`src/rtl/ps2_key_scheduler.sv`:
```
// PS/2 scancode sequencer that turns make/break/extended streams into per-player button vectors.
// Optional feature macro: KEY_ARROW_EN (extended arrows and keypad enter drive player 2).
module ps2_key_scheduler #(
    parameter int unsigned TIMEOUT_CYCLES = 50_000_000
) (
    input  logic       clk_50m,
    input  logic       rst_n,
    input  logic       byte_valid,
    input  logic [7:0] byte_data,
    input  logic       byte_err,
    output logic [4:0] player1_btns,
    output logic [4:0] player2_btns,
    output logic       prefix_busy
);

    localparam int unsigned CNT_W = (TIMEOUT_CYCLES > 1) ? $clog2(TIMEOUT_CYCLES) : 1;
    localparam logic [CNT_W-1:0] CNT_LAST = CNT_W'(TIMEOUT_CYCLES - 1);

    typedef enum logic [1:0] {ST_IDLE, ST_BRK, ST_EXT, ST_EXT_BRK} state_e;

    state_e           state_q, state_d;
    logic [CNT_W-1:0] cnt_q, cnt_d;
    logic [4:0]       held1_q, held1_d, held2_q, held2_d;
    logic [3:0]       dir1_q, dir1_d, dir2_q, dir2_d;
    logic [4:0]       p1_btns_q, p1_btns_d, p2_btns_q, p2_btns_d;
    logic             busy_q, busy_d;

    logic             evt_valid, evt_make, evt_ext, evt_clr;
    logic [4:0]       key_res;

    // Returns {hit, is_player2, bit index}; index 0..3 = up/down/left/right, 4 = fire.
    function automatic logic [4:0] key_lookup(input logic [7:0] code, input logic ext);
        logic [4:0] r;
        r = '0;
        if (!ext) begin
            case (code)
                8'h1D: r = {2'b10, 3'd0};
                8'h1B: r = {2'b10, 3'd1};
                8'h1C: r = {2'b10, 3'd2};
                8'h23: r = {2'b10, 3'd3};
                8'h29: r = {2'b10, 3'd4};
                8'h43: r = {2'b11, 3'd0};
                8'h42: r = {2'b11, 3'd1};
                8'h3B: r = {2'b11, 3'd2};
                8'h4B: r = {2'b11, 3'd3};
                8'h5A: r = {2'b11, 3'd4};
                default: r = '0;
            endcase
        end
`ifdef KEY_ARROW_EN
        else begin
            case (code)
                8'h75: r = {2'b11, 3'd0};
                8'h72: r = {2'b11, 3'd1};
                8'h6B: r = {2'b11, 3'd2};
                8'h74: r = {2'b11, 3'd3};
                8'h5A: r = {2'b11, 3'd4};
                default: r = '0;
            endcase
        end
`endif
        return r;
    endfunction

    // Applies one make/break to a player's held mask and current direction; returns {held, dir}.
    function automatic logic [8:0] key_update(input logic [4:0] held, input logic [3:0] dir,
                                              input logic is_make, input logic [2:0] idx);
        logic [4:0] h;
        logic [3:0] d;
        logic [4:0] bitm;
        h    = held;
        d    = dir;
        bitm = 5'(5'd1 << idx);
        if (is_make) begin
            if ((held & bitm) == 5'd0) begin
                h = held | bitm;
                if (idx != 3'd4) d = bitm[3:0];
            end
        end else begin
            h = held & ~bitm;
            if ((dir & bitm[3:0]) != 4'd0) begin
                if (h[0])      d = 4'b0001;
                else if (h[1]) d = 4'b0010;
                else if (h[2]) d = 4'b0100;
                else if (h[3]) d = 4'b1000;
                else           d = 4'b0000;
            end
        end
        return {h, d};
    endfunction

    always_ff @(posedge clk_50m or negedge rst_n) begin
        if (!rst_n) begin
            state_q   <= ST_IDLE;
            cnt_q     <= '0;
            held1_q   <= '0;
            held2_q   <= '0;
            dir1_q    <= '0;
            dir2_q    <= '0;
            p1_btns_q <= '0;
            p2_btns_q <= '0;
            busy_q    <= 1'b0;
        end else begin
            state_q   <= state_d;
            cnt_q     <= cnt_d;
            held1_q   <= held1_d;
            held2_q   <= held2_d;
            dir1_q    <= dir1_d;
            dir2_q    <= dir2_d;
            p1_btns_q <= p1_btns_d;
            p2_btns_q <= p2_btns_d;
            busy_q    <= busy_d;
        end
    end

    always_comb begin
        state_d   = state_q;
        cnt_d     = cnt_q;
        held1_d   = held1_q;
        held2_d   = held2_q;
        dir1_d    = dir1_q;
        dir2_d    = dir2_q;
        evt_valid = 1'b0;
        evt_make  = 1'b0;
        evt_ext   = 1'b0;
        evt_clr   = 1'b0;

        // Prefix sequencing; a received byte always takes precedence over the timeout.
        if (byte_valid) begin
            cnt_d = '0;
            if (byte_err) begin
                state_d = ST_IDLE;
            end else begin
                case (state_q)
                    ST_IDLE: begin
                        if (byte_data == 8'hE0)      state_d = ST_EXT;
                        else if (byte_data == 8'hF0) state_d = ST_BRK;
                        else if (byte_data == 8'hAA) evt_clr = 1'b1;
                        else begin
                            evt_valid = 1'b1;
                            evt_make  = 1'b1;
                        end
                    end
                    ST_EXT: begin
                        if (byte_data == 8'hF0) begin
                            state_d = ST_EXT_BRK;
                        end else begin
                            evt_valid = 1'b1;
                            evt_make  = 1'b1;
                            evt_ext   = 1'b1;
                            state_d   = ST_IDLE;
                        end
                    end
                    ST_BRK: begin
                        if (byte_data != 8'hF0) begin
                            evt_valid = 1'b1;
                            state_d   = ST_IDLE;
                        end
                    end
                    default: begin
                        evt_valid = 1'b1;
                        evt_ext   = 1'b1;
                        state_d   = ST_IDLE;
                    end
                endcase
            end
        end else if (state_q != ST_IDLE) begin
            if (cnt_q == CNT_LAST) begin
                state_d = ST_IDLE;
                cnt_d   = '0;
            end else begin
                cnt_d = cnt_q + CNT_W'(1);
            end
        end

        key_res = key_lookup(byte_data, evt_ext);
        if (evt_clr) begin
            held1_d = '0;
            held2_d = '0;
            dir1_d  = '0;
            dir2_d  = '0;
        end else if (evt_valid && key_res[4]) begin
            if (key_res[3]) {held2_d, dir2_d} = key_update(held2_q, dir2_q, evt_make, key_res[2:0]);
            else            {held1_d, dir1_d} = key_update(held1_q, dir1_q, evt_make, key_res[2:0]);
        end

        p1_btns_d = {held1_d[4], dir1_d};
        p2_btns_d = {held2_d[4], dir2_d};
        busy_d    = (state_d != ST_IDLE);
    end

    assign player1_btns = p1_btns_q;
    assign player2_btns = p2_btns_q;
    assign prefix_busy  = busy_q;

endmodule

```
`config.mk`:
```
export PLATFORM = sky130hd
export DESIGN_NAME = ps2_key_scheduler
export DESIGN_NICKNAME = d
export VERILOG_FILES = /design/src/rtl/ps2_key_scheduler.sv
export SDC_FILE = /design/constraint.sdc
export NUM_CORES = 1
export LEC_CHECK = 0
export CAP_MARGIN = 40
export CELL_PAD_IN_SITES_DETAIL_PLACEMENT = 1
export CELL_PAD_IN_SITES_GLOBAL_PLACEMENT = 2
export CORE_MARGIN = 5
export CORE_UTILIZATION = 39
export DETAILED_ROUTE_END_ITERATION = 12
export GPL_ROUTABILITY_DRIVEN = 0
export GPL_TIMING_DRIVEN = 0
export PLACE_DENSITY = 0.86
export SLEW_MARGIN = 10
export SYNTH_ARGS = -nofsm -noshare
export SYNTH_HDL_FRONTEND = slang
export SYNTH_SLANG_ARGS = --single-unit
```
`constraint.sdc`:
```
create_clock -name clk_50m -period 5 [get_ports clk_50m]
set_input_delay 1 -clock clk_50m [delete_from_list [all_inputs] [get_ports clk_50m]]
set_output_delay 1 -clock clk_50m [all_outputs]
set_load 0.03 [all_outputs]
```
# After elaboration in Yosys (flattened, before gate mapping)

Index checks and enable logic that the tools add are counted.

Mux-type cells: 66
Shift-type cells: 1
Equality and inequality tests: 21
Add/sub/neg operators: 1
Bitwise gates (word level): 9
Reduce and logical (&&, ||, !) cells: 14

Operators with widths:

| kind                  | count |
|---|---|
| $mux 4                | 22 |
| $mux 26               | 3 |
| $mux 5                | 11 |
| $pmux 5 s10           | 1 |
| $eq 8x7->1 const B    | 4 |
| $add 26x1->26 const B | 1 |
| $eq 26x26->1 const B  | 1 |
| $eq 8x5->1 const B    | 3 |
| $eq 8x6->1 const B    | 3 |
| $eq 8x8->1 const B    | 3 |
| $and 5x5->5           | 4 |
| $mux 1                | 17 |
| $mux 2                | 8 |
| $logic_not 5->1       | 2 |
| $or 5x5->5            | 2 |
| $reduce_bool 2->1     | 5 |
| $and 4x4->4           | 2 |
| $ne 8x8->1 const B    | 1 |
| $reduce_bool 4->1     | 2 |
| $ne 3x1->1 const B    | 2 |
| $pmux 2 s3            | 1 |
| $reduce_and 3->1      | 2 |
| $not 5->5             | 1 |
| $shl 1x3->5 const A   | 1 |
| 9 further kinds       | 10 |

Register bits: 57
Output and inout port bits: 11
Input port bits: 12
Word-level logic and storage cells: 123

# Longest topological paths before layout

Gate-level depths: netlist of run 1.

Depth in word-level cells: 18
Depth in mapped cells: 10
Depth with buffers taken out: 9

# Worst setup path after synthesis of run 1

OpenSTA, ideal clock, no wires.

Path kind: in2reg
From: in byte_data[1]
To: reg p1_btns_q[2], in the netlist player1_btns[2]
Arrival: 3,636 ps
Stages on the path: 10
Buffers on the path: 2
Setup time: 124 ps
Slack: 1,240 ps
Path through: buf_6 > or4b_4 > or4b_4 > nand3_4 > nor3_2 > or2_0 > buf_6 > a2111o_1 > or2_1 > a211o_1

Word-level cells in the longest chain between the ends: 17
Elaborated cells on any way between the ends: 55
Those cells by class: eq/ne (15); shift (1); mux (32); bitwise (4); reduce/logical (3)

Ends and longest elaborated chain:

| what                   | RTL line | text |
|---|---|---|
| start: declaration     | 9        | `input logic [7:0] byte_data,` |
| $eq 8x8->1             | 137, 145 |  |
| $mux 1                 | 145      | `if (byte_data == 8'hF0) begin` |
| $pmux 1 s2             | 134      | `case (state_q)` |
| $mux 1                 | 131      | `if (byte_err) begin` |
| $mux 1                 | 129      | `if (byte_valid) begin` |
| $mux 5                 | 35       | `if (!ext) begin` |
| $shl 1x3->5            | 73       | `bitm = 5'(5'd1 << idx);` |
| $not 5->5              | 80       | `h = held & ~bitm;` |
| $and 5x5->5            | 80       |  |
| $mux 4                 | 84       | `else if (h[2]) d = 4'b0100;` |
| $mux 4                 | 83       | `else if (h[1]) d = 4'b0010;` |
| $mux 4                 | 82       | `if (h[0]) d = 4'b0001;` |
| $mux 4                 | 81       | `if ((dir & bitm[3:0]) != 4'd0) begin` |
| $mux 4                 | 74       | `if (is_make) begin` |
| $mux 4                 | 183      | `if (key_res[3]) {held2_d, dir2_d} = key_update(held2_q, dir2_q, evt_make, key_res[2:0]);` |
| $mux 4                 | 182      | `end else if (evt_valid && key_res[4]) begin` |
| $mux 4 (*)             | 177      | `if (evt_clr) begin` |
| end signal: assignment | 110      | `p1_btns_q <= p1_btns_d;` |
| end: declaration       | 25       | `logic [4:0] p1_btns_q, p1_btns_d, p2_btns_q, p2_btns_d;` |

Every way passes the cells marked *; elsewhere a longest branch is shown, timed or not.
A chain may end at the register's enable or synchronous reset.

# Worst setup path after layout of run 1

From: in byte_data[4]
To: reg p1_btns_q[2], in the netlist player1_btns[2]

Same word-level chain as after synthesis.

==> run metrics, run 1 <==
status=completed; CP Data Arrival Time=between 4 and 5 ns; largest net degree at the start of global routing=25; met1 usage=0.245; Nets=approximately 420; Setup Fix Bufs, Post-CTS=0; number of synthesized flops with an enable pin=0; Achievable Freq=roughly 0.24 GHz; Yosys warnings=0; Seq cells post-synth=47; measured slew at the worst slew-check pin=0.808 ns; Unique masters post-synth=64; Core Box Area=around 7800 µm²; number of buffers created by CTS=5; Hold Vio Cnt, Final=0; most common cell in the netlist=o21ai_0; DPL Wire Length=between 7000 and 8000 µm; Required @ worst endpoint=between 5 and 6 ns; Global Route met3 Usage=0.0257; Starting Density=0.406; clock root cell=clkbuf_8; final setup TNS=0 ns; skew final=about 0.011 ns; number of antenna violations at the first check in global routing=0; hold buffer count at cts=0; commonest cells in the netlist=48 x o21ai_0, 47 x dfrtp_1, 33 x nand2_1; Hold Path End=cnt_q[19]; CTS tree=done; clk_lat worst skew=between 0.3 and 0.4 ns; drt wl/cell=about 19 µm; Sink Count=47; crit path launch type=primary input; met2 Usage GRT=0.360; cts repair resizes=0; first-pass GRT wire length=about 16,000 µm; crit-path max FO=10; Worst R2R Start=state_q[1]; Core Rows=32; die area=10,000 µm²; die width=100 µm; vias=~3,100; via/cell ratio=just over 6; R2R Path End=player2_btns[0]; Max Cap Viol=0; PD cells=212 nW/µm²; Hold/Removal Path Class=reg2reg; Post-synth top flop=dfrtp_1; Worst setup EP type=flop; synthesized area=about 3200 µm²; RSZ-0062 raised after global routing=no; most used routing layer=met2; top cell type's share of synthesized area=0.371; PortBufs=19; final WL=9610 µm; I/O Pins=23; async set-or-reset flop fraction in the synthesized netlist=1.00; sequential area share after synthesis=0.371; end-of-flow core utilization=0.467; H-tree depth=2; Total GRT Usage=0.197; # setup viols final=0; Worst-path clk slew=roughly 0.10 ns; Setup Crit Path Kind=in2reg; largest cells by area after synthesis=dfrtp_1 37%, o21ai_0 7.6%, nand2_1 3.9%; Clock Path Buffers=2; Synth area leader=dfrtp_1; worst reg2reg path depth=10; number of global-route vias before repair=~3,300; synthesis-to-layout area growth=15.0%; Pleak=1.38 nW; GR Overflow Total=0; hold depth=1; layout cell share with drive strength beyond 1=0.0782; Post-Syn Instances=around 380; Avg Cell Area, Syn=8.36 µm²; die height=approximately 100 µm; DR iter-0 viols=80; Final Critical Period=4.25 ns; Slew HR=0.459; TritonRoute pass-1 iters=4; fin. max-slew vios=0; Max VDD drop=~0.17 mV; R2R Setup Slk=1.91 ns; Ant. Diodes=0; Hold Path Origin=cnt_q[19]; antenna viol nets, final=0; DRC=0; final period utilization=0.850; synthesized net count=just under 400
layout by cell type, fill, tap and decap left out, types with 3 or more instances in the layout:
master            n
a31oi_1          11
o21a_1            3
a22o_1            3
nor2_1           29
inv_1            13
clkdlybuf4s50_1  18
nor3_1            9
clkbuf_8          5
buf_2             4
and3_1            8
o31ai_1          10
nand3b_1          4
nand2_1          33
a2111o_1          3
a41oi_1           3
nor4_1            7
o2bb2ai_1         6
o21ai_0          48
or2_2             4
nand3_1          16
and2_1            4
a32oi_1           5
nor2b_1           6
a21oi_1          19
o41ai_1           3
mux2i_1           4
nor3b_1           4
dfrtp_1          47
xor2_1            4
clkbuf_1         12
nand4_1           4
critical path, cell delays in order:
cell and delay, ns:
clkdlybuf4s50_1 0.58, clkbuf_1 0.40, nand2_1 0.14, o311ai_0 0.61
nand3_1 0.43, and2_1 0.28, a2111o_1 0.43, or2_1 0.28
a211o_1 0.29
sequential cells by signal, summed over array words and instances, names as in the netlist:
register      count
player2_btns      4
held2_q           5
held1_q           5
prefix_busy       1
cnt_q            26
state_q           2
player1_btns      4
metal layers:
metal	vias to the layer above	wire length [µm]
met5	-	0
met4	0	122
met3	12	163
met2	44	4910
met1	1566	4410
li1	1498	-
cell type report:
class                   instances  area (µm²)
fillers                       953        4160
multi-input cells             298        1840
flip-flops and latches         47        1180
repair buffers                 22         235
well taps                     102         128
plain buffers                  21         105
clock buffers                   5        68.8
inverters                      13        48.8
clock inverters                 3        43.8
worst max path at each step:
stage	start	end	slack [ns]	cells past startpoint
detailed placement	byte_data[4]	player1_btns[2]	0.41	9
global placement	byte_data[4]	player1_btns[2]	0.45	9
finish	byte_data[4]	player1_btns[2]	0.75	9
global route	byte_data[5]	player1_btns[3]	0.59	10
CTS	byte_data[4]	player1_btns[2]	0.75	9
floorplan	byte_data[1]	player1_btns[2]	1.24	10
power breakdown:
| group | total [W] | switching, W | internal, W |
|---|---|---|---|
| Clock | 0.000292 | 0.000143 | 0.000149 |
| Sequential | 0.000391 | 0.00000622 | 0.000385 |
| Combinational | 0.0000899 | 0.0000564 | 0.0000336 |
| Total | 0.000773 | 0.000205 | 0.000568 |
through the flow:
step	area (µm²)	hold WS, ns	setup WS [ns]	total power [W]	cells
floorplan	3170	0.459	1.24	0.000448	379
global placement	3490	0.492	0.450	0.000483	500
detailed placement	3530	0.501	0.411	0.000489	503
CTS	3640	0.516	0.753	0.000777	511
global route	3640	0.550	0.591	0.000808	511
finish	3640	0.513	0.751	0.000773	511
cells by family after synthesis:
kind of cell	after synthesis	synth area share
flip-flops	47	0.371
AO/OA/AOI/OAI	139	0.291
AND/OR/NAND/NOR	148	0.256
XOR/XNOR	6	0.0166
adder cells (fa/ha/maj)	1	0.00395
multiplexers	4	0.0126
buffers and inverters	34	0.0486
Note: power is estimated with default switching activity, not from simulation.
==> run 2, diff against run 1 <==
CORE_UTILIZATION = 36   (was 39)
PLACE_DENSITY = 0.8   (was 0.86)
clock period = 3.95 ns   (was 5 ns; I/O delays follow)
==> run 2 against run 1 <==
Critical path type unchanged; sequential share of layout area increased by 0.10 points; sequential power increased by 27%; worst hold slack got worse by 0.081 ns; clock power increased by 4%.
==> run metrics, run 2 (synthesis gave the netlist of run 1 again) <==
most common cell after layout, fill and taps aside=o21ai_0; Ant. Diodes=0; layout cell share with drive strength beyond 1=0.0905; Hold/Removal Path Class=in2async; Setup Crit Path Kind=in2reg; CTS tree=done; DR iter-0 viols=about 130; final setup TNS=0 ns; clock share of power=0.333; skew final=just over 0.009 ns; die width=just over 100 µm; GR Overflow Total=0; P_int=between 0.0006 and 0.0007 W; crit path launch type=primary input; drt wl/cell=~19 µm; Psw=between 0.0002 and 0.0003 W; first-pass GRT wire length=16,500 µm; max reg flops=26; combinational share of power=0.125; DRC=0; Hold Vio Cnt, Final=0; number of buffers created by CTS=5; Sink Count=between 40 and 50; Pleak=between 1 and 1.5 nW; PortBufs=19; vias=~3,200; largest net degree at the start of global routing=29; final WL=slightly below 10,000 µm; Reg with most FFs=cnt_q; total power draw=0.000912 W; die height=104 µm; commonest cells after routing, fill and taps aside=48 x o21ai_0, 47 x dfrtp_1, 33 x nand2_1, 29 x nor2_1, 19 x a21oi_1; RSZ-0062 raised after global routing=yes; Core Rows=34; I/O Pins=23; Total GRT Usage=0.182; CP Data Arrival Time=just over 4 ns; status=completed; Clock Path Buffers=2; Final Critical Period=3.89 ns; DPL Wire Length=roughly 7400 µm; Slowest-stage cell, CP=or3b_2; Achievable Freq=around 0.26 GHz; Fill cells=between 1,000 and 1,500; Required @ worst endpoint=4.15 ns; Max Cap Viol=0; clock root cell=clkbuf_8; Largest regs=cnt_q (26), held1_q (5), held2_q (5); Worst-path clk slew=around 0.10 ns; Starting Density=0.367; PD cells=~250 nW/µm²; H-tree depth=2; antenna viol nets, final=0; Cell Area, Placed=roughly 3500 µm²; synthesis-to-layout area growth=14.6%; Slew HR=0.397; Placement Setup Slack=-0.461 ns; switching share of power=0.284; number of antenna violations at the first check in global routing=0; final worst setup slack=between 0.06 and 0.07 ns; delay-heaviest family, CP=compound AO/OA/AOI/OAI gates; CP Buf/Inv Count=2; critical-path cell list=clkdlybuf4s50_1, or3b_2, a2111o_1, o311ai_1, o21ai_2, or2_0, buf_6, a2111o_1, or2_1, a211o_1; Max VDD drop=approximately 0.10 mV; Sequential Power Share=0.543; via/cell ratio=around 6.1; die area=10,800 µm²; # setup viols final=0; TritonRoute pass-1 iters=4; Core Box Area=8640 µm²; Nets=between 400 and 500; final period utilization=0.984; Worst setup EP type=flop; measured slew at the worst slew-check pin=about 0.9 ns; number of global-route vias before repair=~3,200; Finished Cell Area=approximately 3600 µm²; clk_lat worst skew=~0.31 ns; crit-path max FO=10; largest stage delay on the critical path=~0.57 ns; fin. max-slew vios=0; crit-path most repeated cell=a2111o_1
run 2: worst reg2reg max path: cells and delay by family (launching register included):
| family | cells | cell delay [ns] |
|---|---|---|
| compound gates | 5 | 1.12 |
| buf+inv | 1 | 0.47 |
| flops | 1 | 0.47 |
| simple gates | 2 | 0.88 |
run 2: cell type report:
type,instances,area [µm²],share of cell area
multi-input combinational,298,1850,0.509
sequential,47,1180,0.324
timing repair buffer,24,238,0.0654
tap,108,135,0.0372
buffer,19,100,0.0275
clock buffer,6,72.6,0.0200
inverter,13,48.8,0.0134
clock inverter,2,12.5,0.00344
run 2: routing by layer:
layer,track usage,wire length [µm],vias up
li1,-,-,1496
met1,0.234,4380,1590
met2,0.325,5050,65
met3,0.0224,310,13
met4,0.0398,116,0
met5,0,0,-
run 2: repair_timing:
| item | in CTS | in global routing |
|---|---|---|
| setup buffers | 0 | 3 |
| gates resized for setup | 3 | 4 |
| setup endpoints to repair | 1 | 8 |
| hold buffers | 0 | 0 |
run 2: power groups by stage:
stage | Combinational, W | Clock, W | Sequential (W)
after floorplan | 0.0000628 | 0 | 0.000505
after global placement | 0.000108 | 0 | 0.000504
after detailed placement | 0.000113 | 0 | 0.000504
after CTS | 0.000113 | 0.000317 | 0.000495
after global routing | 0.000127 | 0.000336 | 0.000496
final | 0.000114 | 0.000303 | 0.000495
run 2: path summary, 6_finish.rpt:
kind | startpoint | to | slack (ns) | cells after the start
min | rst_n | cnt_q[12] | 0.43 | 1
min reg2reg | cnt_q[19] | cnt_q[19] | 0.52 | 1
min in group clk_50m | cnt_q[19] | cnt_q[19] | 0.52 | 1
max reg2reg | cnt_q[10] | cnt_q[24] | 0.90 | 8
max in group asynchronous | rst_n | cnt_q[4] | 2.97 | 2
max | byte_data[2] | player1_btns[2] | 0.06 | 10
run 2: stage by stage:
stage / hold WS (ns) / instances / utilization
5_1_grt: 0.469 / 517 / 0.421
6_report: 0.432 / 517 / 0.421
4_1_cts: 0.448 / 514 / 0.418
2_1_floorplan: 0.459 / 379 / -
3_3_place_gp: 0.498 / 506 / 0.405
3_5_place_dp: 0.501 / 508 / 0.408
==> run 3, diff against run 2 <==
MAX_ROUTING_LAYER = met4   (was default)
==> run 3 against run 2 <==
Sequential cell count unchanged; sequential share of layout area did not move; cell count unchanged; clock power about the same; setup slack better by 0.0029 ns; clock skew about the same; critical endpoint unchanged.
==> run metrics, run 3 (synthesis gave the netlist of run 1 again) <==
status=completed; Cell Area, Placed=between 3000 and 4000 µm²; number of buffers created by CTS=5; Finished Cell Area=roughly 3600 µm²; final period utilization=0.983; via/cell ratio=6.06; number of global-route vias before repair=roughly 3,200; Nets=around 420; antenna viol nets, final=0; Setup Crit Path Kind=in2reg; Core Rows=34; P_int=approximately 0.00065 W; Sink Count=47; Starting Density=0.367; number of antenna violations at the first check in global routing=0; die width=between 100 and 150 µm; Reg with most FFs=cnt_q; I/O Pins=23; Final Critical Period=slightly below 4 ns; R2R Setup Slk=about 0.90 ns; drt wl/cell=19.0 µm; max reg flops=26; Slew HR=0.391; crit path launch type=primary input; Max VDD drop=roughly 0.1 mV; R2R Path End=cnt_q[18]; fin. max-slew vios=0; Fill cells=around 1,100; Pleak=around 1.4 nW; Core Box Area=8640 µm²; skew final=0.00861 ns; Ant. Diodes=0; CP Data Arrival Time=between 4 and 5 ns; Largest regs=cnt_q (26), held1_q (5), held2_q (5); final WL=9840 µm; Hold/Removal Path Class=in2async; Required @ worst endpoint=between 4 and 5 ns; Total GRT Usage=0.187; clock share of power=0.332; largest net degree at the start of global routing=29; synthesis-to-layout area growth=14.6%; clk_lat worst skew=0.31 ns; largest stage delay on the critical path=0.57 ns; CTS tree=done; Achievable Freq=between 0.2 and 0.3 GHz; RSZ-0062 raised after global routing=yes; critical-path cell list=clkdlybuf4s50_1, or3b_2, a2111o_1, o311ai_1, o21ai_2, or2_0, buf_6, a2111o_1, or2_1, a211o_1; worst reg2reg path depth=8; crit-path max FO=10; Psw=between 0.0002 and 0.0003 W; Worst setup EP type=flop; H-tree depth=2; switching share of power=0.284; DR iter-0 viols=125; PD cells=251 nW/µm²; clock root cell=clkbuf_8; end-of-flow core utilization=0.421; crit-path most repeated cell=a2111o_1; Sequential Power Share=0.543; DPL Wire Length=approximately 7400 µm; final worst setup slack=between 0.06 and 0.07 ns; PortBufs=19; DRC=0; Worst R2R Start=cnt_q[10]; Worst-path clk slew=around 0.10 ns; # setup viols final=0; first-pass GRT wire length=16,500 µm; Slowest-stage cell, CP=or3b_2; die height=approximately 100 µm; combinational share of power=0.125; vias=3,133; Hold Vio Cnt, Final=0; TritonRoute pass-1 iters=4; GR Overflow Total=0; measured slew at the worst slew-check pin=approximately 0.9 ns; most common cell after layout, fill and taps aside=o21ai_0; die area=between 10,000 and 15,000 µm²; Placement Setup Slack=-0.461 ns; Clock Path Buffers=2; Max Cap Viol=0; commonest cells after routing, fill and taps aside=48 x o21ai_0, 47 x dfrtp_1, 33 x nand2_1, 29 x nor2_1, 19 x a21oi_1; layout cell share with drive strength beyond 1=0.0905
==> run 3: metrics by stage <==
step           total power (W)  setup TNS, ns  std cells  hold WS, ns
6_report              0.000912              0        517        0.435
5_1_grt               0.000959        -0.0648        517        0.469
4_1_cts               0.000925              0        514        0.448
3_5_place_dp          0.000617          -2.77        508        0.501
3_3_place_gp          0.000612          -2.19        506        0.498
2_1_floorplan         0.000568              0        379        0.459
==> run 3: critical path: cells and delay by family <==
kind / cells / cell delay, ns
buffers and inverters: 2 / 0.65
and+or+nand+nor: 3 / 1.13
AOI/OAI and AO/OA: 5 / 1.53
==> run 3: layer usage <==
layer / vias up / global-route usage / wire, µm
met2: 65 / 0.326 / 5020
met1: 1560 / 0.233 / 4370
met5: - / - / 0
li1: 1497 / - / -
met3: 11 / 0.0224 / 339
met4: 0 / 0.0398 / 111
==> run 3: repair_timing <==
action,in CTS,in global routing
buffers inserted,0,3
resized for setup,3,4
setup endpoints to repair,1,8
hold buffers,0,0
==> run 3: worst max-delay path by stage <==
stage                  from         endpoint  slack (ns)  cells past startpoint
2_1_floorplan  byte_data[1]  player1_btns[2]        0.40                     10
3_3_place_gp   byte_data[4]  player1_btns[2]       -0.39                      9
3_5_place_dp   byte_data[4]  player1_btns[2]       -0.46                      9
4_1_cts        byte_data[4]  player1_btns[2]       0.002                     11
5_1_grt        byte_data[0]  player1_btns[2]       -0.06                     11
6_report       byte_data[2]  player1_btns[2]        0.07                     10
==> run 3: layout make-up <==
type                            instances  area (µm²)  share of cell area
Buffer                                 19         100              0.0275
Clock buffer                            6        72.6              0.0200
Clock inverter                          2        12.5             0.00344
Inverter                               13        48.8              0.0134
Multi-Input combinational cell        298        1850               0.509
Sequential cell                        47        1180               0.324
Tap cell                              108         135              0.0372
Timing Repair Buffer                   24         238              0.0654
==> run 3: power by group through the flow <==
stage	Combinational (W)	Clock, W	Sequential (W)
floorplan	0.0000628	0	0.000505
global placement	0.000108	0	0.000504
detailed placement	0.000113	0	0.000504
CTS	0.000113	0.000317	0.000495
global route	0.000127	0.000336	0.000496
finish	0.000114	0.000303	0.000495
